`src/rtl/uart_axil_ctrl.sv`:
```
//------------------------------------------------------------------------------
// uart_axil_ctrl : AXI4-Lite register front-end for a FIFO-buffered UART core
// Revision 1.0 - initial release
//------------------------------------------------------------------------------
`default_nettype none

module uart_axil_ctrl #(
  parameter int C_S_AXI_ADDR_WIDTH = 4,
  parameter int C_S_AXI_DATA_WIDTH = 32
) (
  input  logic                              S_AXI_ACLK,
  input  logic                              S_AXI_ARESET,
  input  logic [C_S_AXI_ADDR_WIDTH-1:0]     S_AXI_AWADDR,
  input  logic                              S_AXI_AWVALID,
  output logic                              S_AXI_AWREADY,
  input  logic [C_S_AXI_DATA_WIDTH-1:0]     S_AXI_WDATA,
  input  logic [C_S_AXI_DATA_WIDTH/8-1:0]   S_AXI_WSTRB,
  input  logic                              S_AXI_WVALID,
  output logic                              S_AXI_WREADY,
  output logic [1:0]                        S_AXI_BRESP,
  output logic                              S_AXI_BVALID,
  input  logic                              S_AXI_BREADY,
  input  logic [C_S_AXI_ADDR_WIDTH-1:0]     S_AXI_ARADDR,
  input  logic                              S_AXI_ARVALID,
  output logic                              S_AXI_ARREADY,
  output logic [C_S_AXI_DATA_WIDTH-1:0]     S_AXI_RDATA,
  output logic [1:0]                        S_AXI_RRESP,
  output logic                              S_AXI_RVALID,
  input  logic                              S_AXI_RREADY,
  input  logic [7:0]                        uart_rx_data,
  input  logic                              uart_empty,
  output logic                              uart_rd_en,
  output logic [7:0]                        uart_tx_data,
  output logic                              uart_wr_en,
  input  logic                              uart_full,
  output logic                              uart_enable_rx,
  output logic                              uart_enable_tx,
  output logic                              Interrupt
);

  localparam logic [0:0] W_IDLE = 1'b0;
  localparam logic [0:0] W_RESP = 1'b1;
  localparam logic [0:0] R_IDLE = 1'b0;
  localparam logic [0:0] R_DATA = 1'b1;

  localparam logic [1:0] c_addr_rxdata = 2'd0;
  localparam logic [1:0] c_addr_txdata = 2'd1;
  localparam logic [1:0] c_addr_stat   = 2'd2;
  localparam logic [1:0] c_addr_ctrl   = 2'd3;

  localparam logic [1:0] c_resp_okay   = 2'b00;
  localparam logic [1:0] c_resp_slverr = 2'b10;

  logic [0:0]                    r_wstate;
  logic [0:0]                    r_rstate;
  logic                          r_bvalid;
  logic [1:0]                    r_bresp;
  logic                          r_rvalid;
  logic [1:0]                    r_rresp;
  logic [C_S_AXI_DATA_WIDTH-1:0] r_rdata;
  logic [7:0]                    r_tx_data;
  logic                          r_wr_en;
  logic                          r_en_rx;
  logic                          r_en_tx;
  logic                          r_ie;
  logic                          r_irq;

  logic                          w_wr_hs;
  logic                          w_rd_hs;
  logic                          w_arready;
  logic [1:0]                    w_waddr;
  logic [1:0]                    w_raddr;
  logic [C_S_AXI_DATA_WIDTH-1:0] w_rdata;
  logic                          w_unused;

  assign w_waddr = S_AXI_AWADDR[3:2];
  assign w_raddr = S_AXI_ARADDR[3:2];

  // Address and data are accepted together only; reset masks both ready paths
  assign w_wr_hs   = !S_AXI_ARESET && (r_wstate == W_IDLE) && S_AXI_AWVALID && S_AXI_WVALID;
  assign w_arready = !S_AXI_ARESET && (r_rstate == R_IDLE);
  assign w_rd_hs   = w_arready && S_AXI_ARVALID;

  assign S_AXI_AWREADY = w_wr_hs;
  assign S_AXI_WREADY  = w_wr_hs;
  assign S_AXI_ARREADY = w_arready;
  assign S_AXI_BVALID  = r_bvalid;
  assign S_AXI_BRESP   = r_bresp;
  assign S_AXI_RVALID  = r_rvalid;
  assign S_AXI_RRESP   = r_rresp;
  assign S_AXI_RDATA   = r_rdata;

  assign uart_tx_data   = r_tx_data;
  assign uart_wr_en     = r_wr_en;
  assign uart_enable_rx = r_en_rx;
  assign uart_enable_tx = r_en_tx;
  assign Interrupt      = r_irq;

  // Pop lands in the AR handshake cycle so the FWFT head is captured and consumed together
  assign uart_rd_en = w_rd_hs && (w_raddr == c_addr_rxdata) && !uart_empty;

  always_comb begin
    w_rdata = '0;
    case (w_raddr)
      c_addr_rxdata: begin
        if (!uart_empty) begin
          w_rdata[7:0] = uart_rx_data;
        end
      end
      c_addr_stat: begin
        w_rdata[0] = !uart_empty;
        w_rdata[1] = uart_full;
        w_rdata[2] = r_ie;
      end
      c_addr_ctrl: begin
        w_rdata[0] = r_en_rx;
        w_rdata[1] = r_en_tx;
        w_rdata[4] = r_ie;
      end
      default: w_rdata = '0;
    endcase
  end

  always_ff @(posedge S_AXI_ACLK) begin
    if (S_AXI_ARESET) begin
      r_wstate  <= W_IDLE;
      r_bvalid  <= 1'b0;
      r_bresp   <= c_resp_okay;
      r_tx_data <= 8'h00;
      r_wr_en   <= 1'b0;
      r_en_rx   <= 1'b0;
      r_en_tx   <= 1'b0;
      r_ie      <= 1'b0;
    end else begin
      r_wr_en <= 1'b0;
      case (r_wstate)
        W_IDLE: begin
          if (w_wr_hs) begin
            r_wstate <= W_RESP;
            r_bvalid <= 1'b1;
            r_bresp  <= c_resp_okay;
            if (S_AXI_WSTRB[0]) begin
              case (w_waddr)
                c_addr_txdata: begin
                  if (uart_full) begin
                    r_bresp <= c_resp_slverr;
                  end else begin
                    r_tx_data <= S_AXI_WDATA[7:0];
                    r_wr_en   <= 1'b1;
                  end
                end
                c_addr_ctrl: begin
                  r_en_rx <= S_AXI_WDATA[0];
                  r_en_tx <= S_AXI_WDATA[1];
                  r_ie    <= S_AXI_WDATA[4];
                end
                default: ;
              endcase
            end
          end
        end
        W_RESP: begin
          if (S_AXI_BREADY) begin
            r_wstate <= W_IDLE;
            r_bvalid <= 1'b0;
          end
        end
        default: r_wstate <= W_IDLE;
      endcase
    end
  end

  always_ff @(posedge S_AXI_ACLK) begin
    if (S_AXI_ARESET) begin
      r_rstate <= R_IDLE;
      r_rvalid <= 1'b0;
      r_rresp  <= c_resp_okay;
      r_rdata  <= '0;
    end else begin
      case (r_rstate)
        R_IDLE: begin
          if (w_rd_hs) begin
            r_rstate <= R_DATA;
            r_rvalid <= 1'b1;
            r_rresp  <= c_resp_okay;
            r_rdata  <= w_rdata;
          end
        end
        R_DATA: begin
          if (S_AXI_RREADY) begin
            r_rstate <= R_IDLE;
            r_rvalid <= 1'b0;
          end
        end
        default: r_rstate <= R_IDLE;
      endcase
    end
  end

  always_ff @(posedge S_AXI_ACLK) begin
    if (S_AXI_ARESET) begin
      r_irq <= 1'b0;
    end else begin
      r_irq <= r_ie && !uart_empty;
    end
  end

  // Address LSBs, upper data byte lanes and upper strobes have no function here
  assign w_unused = ^{S_AXI_AWADDR, S_AXI_ARADDR, S_AXI_WDATA, S_AXI_WSTRB};

endmodule

`default_nettype wire

```
`config.mk`:
```
export PLATFORM = sky130hd
export DESIGN_NAME = uart_axil_ctrl
export DESIGN_NICKNAME = d
export VERILOG_FILES = /design/src/rtl/uart_axil_ctrl.sv
export SDC_FILE = /design/constraint.sdc
export NUM_CORES = 1
export LEC_CHECK = 0
export ABC_AREA = 1
export CORE_ASPECT_RATIO = 0.8
export CORE_MARGIN = 4
export CORE_UTILIZATION = 30
export CTS_CLUSTER_DIAMETER = 40
export DETAILED_ROUTE_END_ITERATION = 10
export GPL_TIMING_DRIVEN = 0
export PLACE_DENSITY = 0.86
export SLEW_MARGIN = 25
export SYNTH_ARGS = -nofsm -noshare
export SYNTH_HDL_FRONTEND = slang
export SYNTH_SLANG_ARGS = --single-unit
```
`constraint.sdc`:
```
create_clock -name S_AXI_ACLK -period 1.2 [get_ports S_AXI_ACLK]
set_clock_uncertainty 0.15 [all_clocks]
set_input_delay 0.18 -clock S_AXI_ACLK [delete_from_list [all_inputs] [get_ports S_AXI_ACLK]]
set_output_delay 0.18 -clock S_AXI_ACLK [all_outputs]
set_load 0.02 [all_outputs]
```
# == Yosys cells after proc, flatten, opt, wreduce, memory -nomap -nowiden ==
# Cells that the tools add are included.
# word_totals
ff_bits,27
output_inout_bits,54
# op_classes
n_eq_ne,8
n_mux,22
bitwise_logic,6
n_reduce_logical,18
# op_table
op,count
case mux 1 bit (2 select lines),6
two-way mux 1 bit,10
logical AND 1 bit,8
two-way mux 8 bit,1
inequality test 2 bit (second input constant),4
AND reduction 2 bit,4
== test 2 bit (second input constant),3
two-way mux 2 bit,3
NOT 1 bit,6
case mux 2 bit (3 select lines),1
AND reduction 5 bit,1
OR reduction 5 bit,1
AND reduction 4 bit,1
two-way mux 3 bit,1
== test 2 x 1 -> 1 bit (second input constant),1
zero test 1 bit,2
zero test 2 bit,1

# == Logic depth before layout (Yosys ltp) ==
# logic_depth
ltp_word,6
mapped_depth,7
ltp_nobuf,7

# == Least setup slack after synthesis ==
# No wires, ideal clock.
# synth_timing
path_type,reg2reg
from,register r_rstate
to,"register r_rdata[2], in the netlist S_AXI_RDATA[2]"
setup_time_ns,0.074
t_arrival_ns,1.083
t_required_ns,0.976
setup_slack_ns,-0.107
stages_incl_launch_ff,6
path_buffers,0
period_less_slack_ns,1.307
cell_sequence,dfxtp_1 > nor2_4 > nand2_2 > nor2_2 > nand2_1 > a31oi_1
# synth_via
elab_chain_len,4
# synth_lines
element,line_no,text
"start, declared",55,logic [0:0] r_rstate;
"start signal, assigned",175,r_rstate <= R_IDLE;
"start signal, assigned",183,r_rstate <= R_DATA;
"start signal, assigned",191,r_rstate <= R_IDLE;
NOT 1 bit,n/a,
logical AND 1 bit,81,assign w_arready = !S_AXI_ARESET && (r_rstate == R_IDLE);
named net S_AXI_ARREADY,25,"output logic S_AXI_ARREADY,"
logical AND 1 bit,82,assign w_rd_hs = w_arready && S_AXI_ARVALID;
AND reduction 2 bit (no line),n/a,
"end signal, assigned",186,r_rdata <= w_rdata;
"end, declared",60,logic [C_S_AXI_DATA_WIDTH-1:0] r_rdata;
# The timed path passes the listed nets, and every way through them passes these cells.
# A chain may end at the register's enable or synchronous reset.

# == Final worst setup path ==
# layout_timing
from,register r_wstate
to,output S_AXI_WREADY
# layout_via
elab_chain_len,4
# layout_lines
element,line_no,text
"start, declared",54,logic [0:0] r_wstate;
"start signal, assigned",126,r_wstate <= W_IDLE;
"start signal, assigned",139,r_wstate <= W_RESP;
"start signal, assigned",164,r_wstate <= W_IDLE;
NOT 1 bit (no line),n/a,
logical AND 1 bit (3 in series),80,assign w_wr_hs = !S_AXI_ARESET && (r_wstate == W_IDLE) && S_AXI_AWVALID && S_AXI_WVALID;
"end, declared",19,"output logic S_AXI_WREADY,"
# No other way between the ends.

==> impl_metrics.json <==
{
  "outcome": "finished with violations",
  "violations": "negative setup slack",
  "ir_worst_vdd_uv": 572,
  "route.vias.total": 1468,
  "power.share.clock": 0.284,
  "rsz0062_at_grt": "yes",
  "drt_iter0_markers": 46,
  "cts_hold_buf": 0,
  "io_buffers": 56,
  "n_antenna_cell": 0,
  "nets": 369,
  "regArea_um2": 527,
  "fin_ws_ns": -0.222,
  "clk_root_buffer_cell": "clkbuf_8",
  "fill_cells": 454,
  "clkSlewWorstSetupHoldPaths_ns": 0.09,
  "grt_max_degree": 15,
  "seqPwrFrac": 0.446,
  "die_x_um": 85.7,
  "finalHoldWorstSlack_ns": 0.0352,
  "synthToLayoutAreaGrowth_pct": 68.8,
  "final_util": 0.529,
  "report.final.slew_viol_count": 0,
  "end_kind": "primary output",
  "start_util": 0.314,
  "syn_area_mm2": 0.00145,
  "max_stage_delay_ns": 0.37,
  "hp-class": "primary input to flop",
  "clockBufferDepth": 2,
  "dp_hpwl_um": 3010,
  "cp_max_fo": 4,
  "cts_tree": "yes",
  "antenna_found_initial": 0,
  "grt_use_total": 0.139,
  "crit_type": "flop to primary output",
  "grt_pass1_vias": 1430,
  "row_count": 22,
  "path_common_cell": "buf_6",
  "max_clock_freq_ghz": 0.703,
  "synth_cell_types": 24,
  "grt_pass1_wl_um": 6670,
  "worstMarginPinSlew_ns": 0.581,
  "grt_overflow": 0,
  "cp.arrival_ns": 1.09,
  "fin_crit_ns": 1.42,
  "drt-total-wl_um": 4220,
  "yosysWarnings": 0,
  "worst_path_max_delay_cell": "dfxtp_4",
  "core_area_mm2": 0.00462,
  "htreeDepth": 1,
  "gp_congestion": 0.880,
  "pin_count": 115,
  "antenna_left": 0,
  "p_int_uw": 1430,
  "drive_gt1_frac": 0.406,
  "clk_latency_ns": 0.27,
  "fin_cells": 363,
  "dr.pass1.iters": 4,
  "drc": 0,
  "start_kind": "flop",
  "synthCells": 201,
  "numClockSinks": 26,
  "cap_violations": 0,
  "p_sw_frac": 0.287,
  "cellPowerDensity_mw_per_mm2": 819,
  "relSlewSlack": 0.613,
  "cts-buffers-inserted": 3,
  "path_cells": "inv_4 > nand2_4 > nor2_8 > buf_6 > buf_6",
  "finalSetupTns_ns": -1.98,
  "multi_input_area_um2": 822,
  "fin_crit_sh": 1.18,
  "wl_per_cell_um": 11.6,
  "avgViaCountPerCell": 4.04,
  "comb_power_share": 0.270,
  "ys_ff_latch": 26,
  "setup_viol": 18,
  "finalHoldViolCount": 0,
  "syn_avg_cell_area_um2": 7.21,
  "die_h_um": 70.2,
  "switching_power_uw": 576,
  "cp_data_required_time_ns": 0.87,
  "dp.cells": 343,
  "dieArea_mm2": 0.00602,
  "yosysSeqAreaShare": 0.359,
  "p_leak_uw": 0.00126
}
through the flow:
stage | total power (uW) | setup slack, ns | area (um^2)
after floorplan | 1190 | -0.00494 | 1560
after global placement | 1360 | -0.975 | 2190
after detailed placement | 1360 | -1.04 | 2190
after CTS | 1980 | -0.227 | 2360
after global routing | 2110 | -0.278 | 2450
final | 2000 | -0.222 | 2450
critical path, delay by kind of cell, from the launching register on:
family / cells / cell delay, ns
buffers and inverters: 3 / 0.27
and+or+nand+nor: 2 / 0.18
DFF: 1 / 0.37
registers in the layout (all words and copies together) (netlist names):
signal	flops
uart_wr_en	1
S_AXI_BVALID	1
Interrupt	1
S_AXI_RDATA	8
r_wstate	1
uart_enable_tx	1
r_rstate	1
S_AXI_RVALID	1
uart_enable_rx	1
uart_tx_data	8
S_AXI_BRESP	1
r_ie	1
layout by cell type, fill, tap and decap left out, types with 4 or more instances in the layout:
cell	netlist	routed
a21oi_1	11	7
a21oi_2	0	4
buf_2	2	21
buf_4	28	37
buf_6	0	12
clkbuf_8	0	4
clkdlybuf4s50_1	0	20
conb_1	1	27
dfxtp_1	26	23
dlygate4sd2_1	0	4
dlymetal6s2s_1	0	5
inv_1	33	27
inv_2	2	7
nand2_1	42	25
nand2_2	1	16
nand3_1	15	14
nor2_1	14	12
nor2_4	3	8
nor3_1	4	4
metal layers:
metal	routed length, um	part of all wire	GRT usage	up-vias
met1	1630	0.39	0.154	637
met2	2220	0.53	0.267	63
met3	349	0.083	0.0425	2
met4	13	0.0031	0.0105	0
met5	0	0	0	-
li1	-	-	-	766
cell type report:
class / instances / area share
multi-input combinational: 137 / 0.336
timing repair buffer: 70 / 0.244
sequential: 26 / 0.215
buffer: 31 / 0.0971
inverter: 35 / 0.0547
tap: 60 / 0.0307
clock buffer: 4 / 0.0225
repair_timing:
action,CTS,global route
gates resized for setup,143,45
cloned,3,0
setup endpoints to repair,53,33
pin swaps,6,10
buffers inserted,10,4
synthesized netlist by cell type:
cell type  number  area [um^2]
nand3_1        15         75.1
buf_4          28          210
nand4_1         1         6.26
dfxtp_1        26          521
nor2_1         14         52.6
conb_1          1         3.75
buf_2           2         10.0
a21oi_1        11         55.1
nand2_4         1         11.3
ha_1            4         50.1
a31oi_1         1         6.26
nand2_1        42          158
inv_2           2         7.51
nor2_2          2         12.5
nand4_4         1         21.3
nor2_4          3         33.8
nor2_8          1         20.0
o21ai_0         5         25.0
clkbuf_1        1         3.75
inv_1          33          124
nand3_2         1         10.0
o31ai_1         1         7.51
nor3_1          4         20.0
nand2_2         1         6.26
final timing paths:
check	startpoint	to	slack, ns	depth (start not counted)
worst max-delay path	r_wstate$_SDFF_PP0_	S_AXI_WREADY	-0.22	5
worst min-delay path	uart_empty	Interrupt$_SDFF_PP0_	0.04	2
worst max register to register	r_wstate$_SDFF_PP0_	uart_tx_data[4]$_SDFFE_PP0P_	-0.13	8
worst min register to register	S_AXI_RVALID$_SDFFE_PP0P_	S_AXI_RVALID$_SDFFE_PP0P_	0.31	2
cell families after synthesis:
family,Yosys count,share of synthesized area
buf+inv,66,0.245
fa+ha+maj,4,0.0345
flops,26,0.359
simple gates,86,0.294
other cells,1,0.00259
compound gates,18,0.0647
power by group through the flow:
stage	Sequential [uW]	Combinational (uW)	Clock, uW
after floorplan	930	259	0
after CTS	893	508	582
after global placement	915	442	0
after global routing	897	578	632
final	893	541	570
after detailed placement	915	449	0
Note: power is estimated with default switching activity, not from simulation.
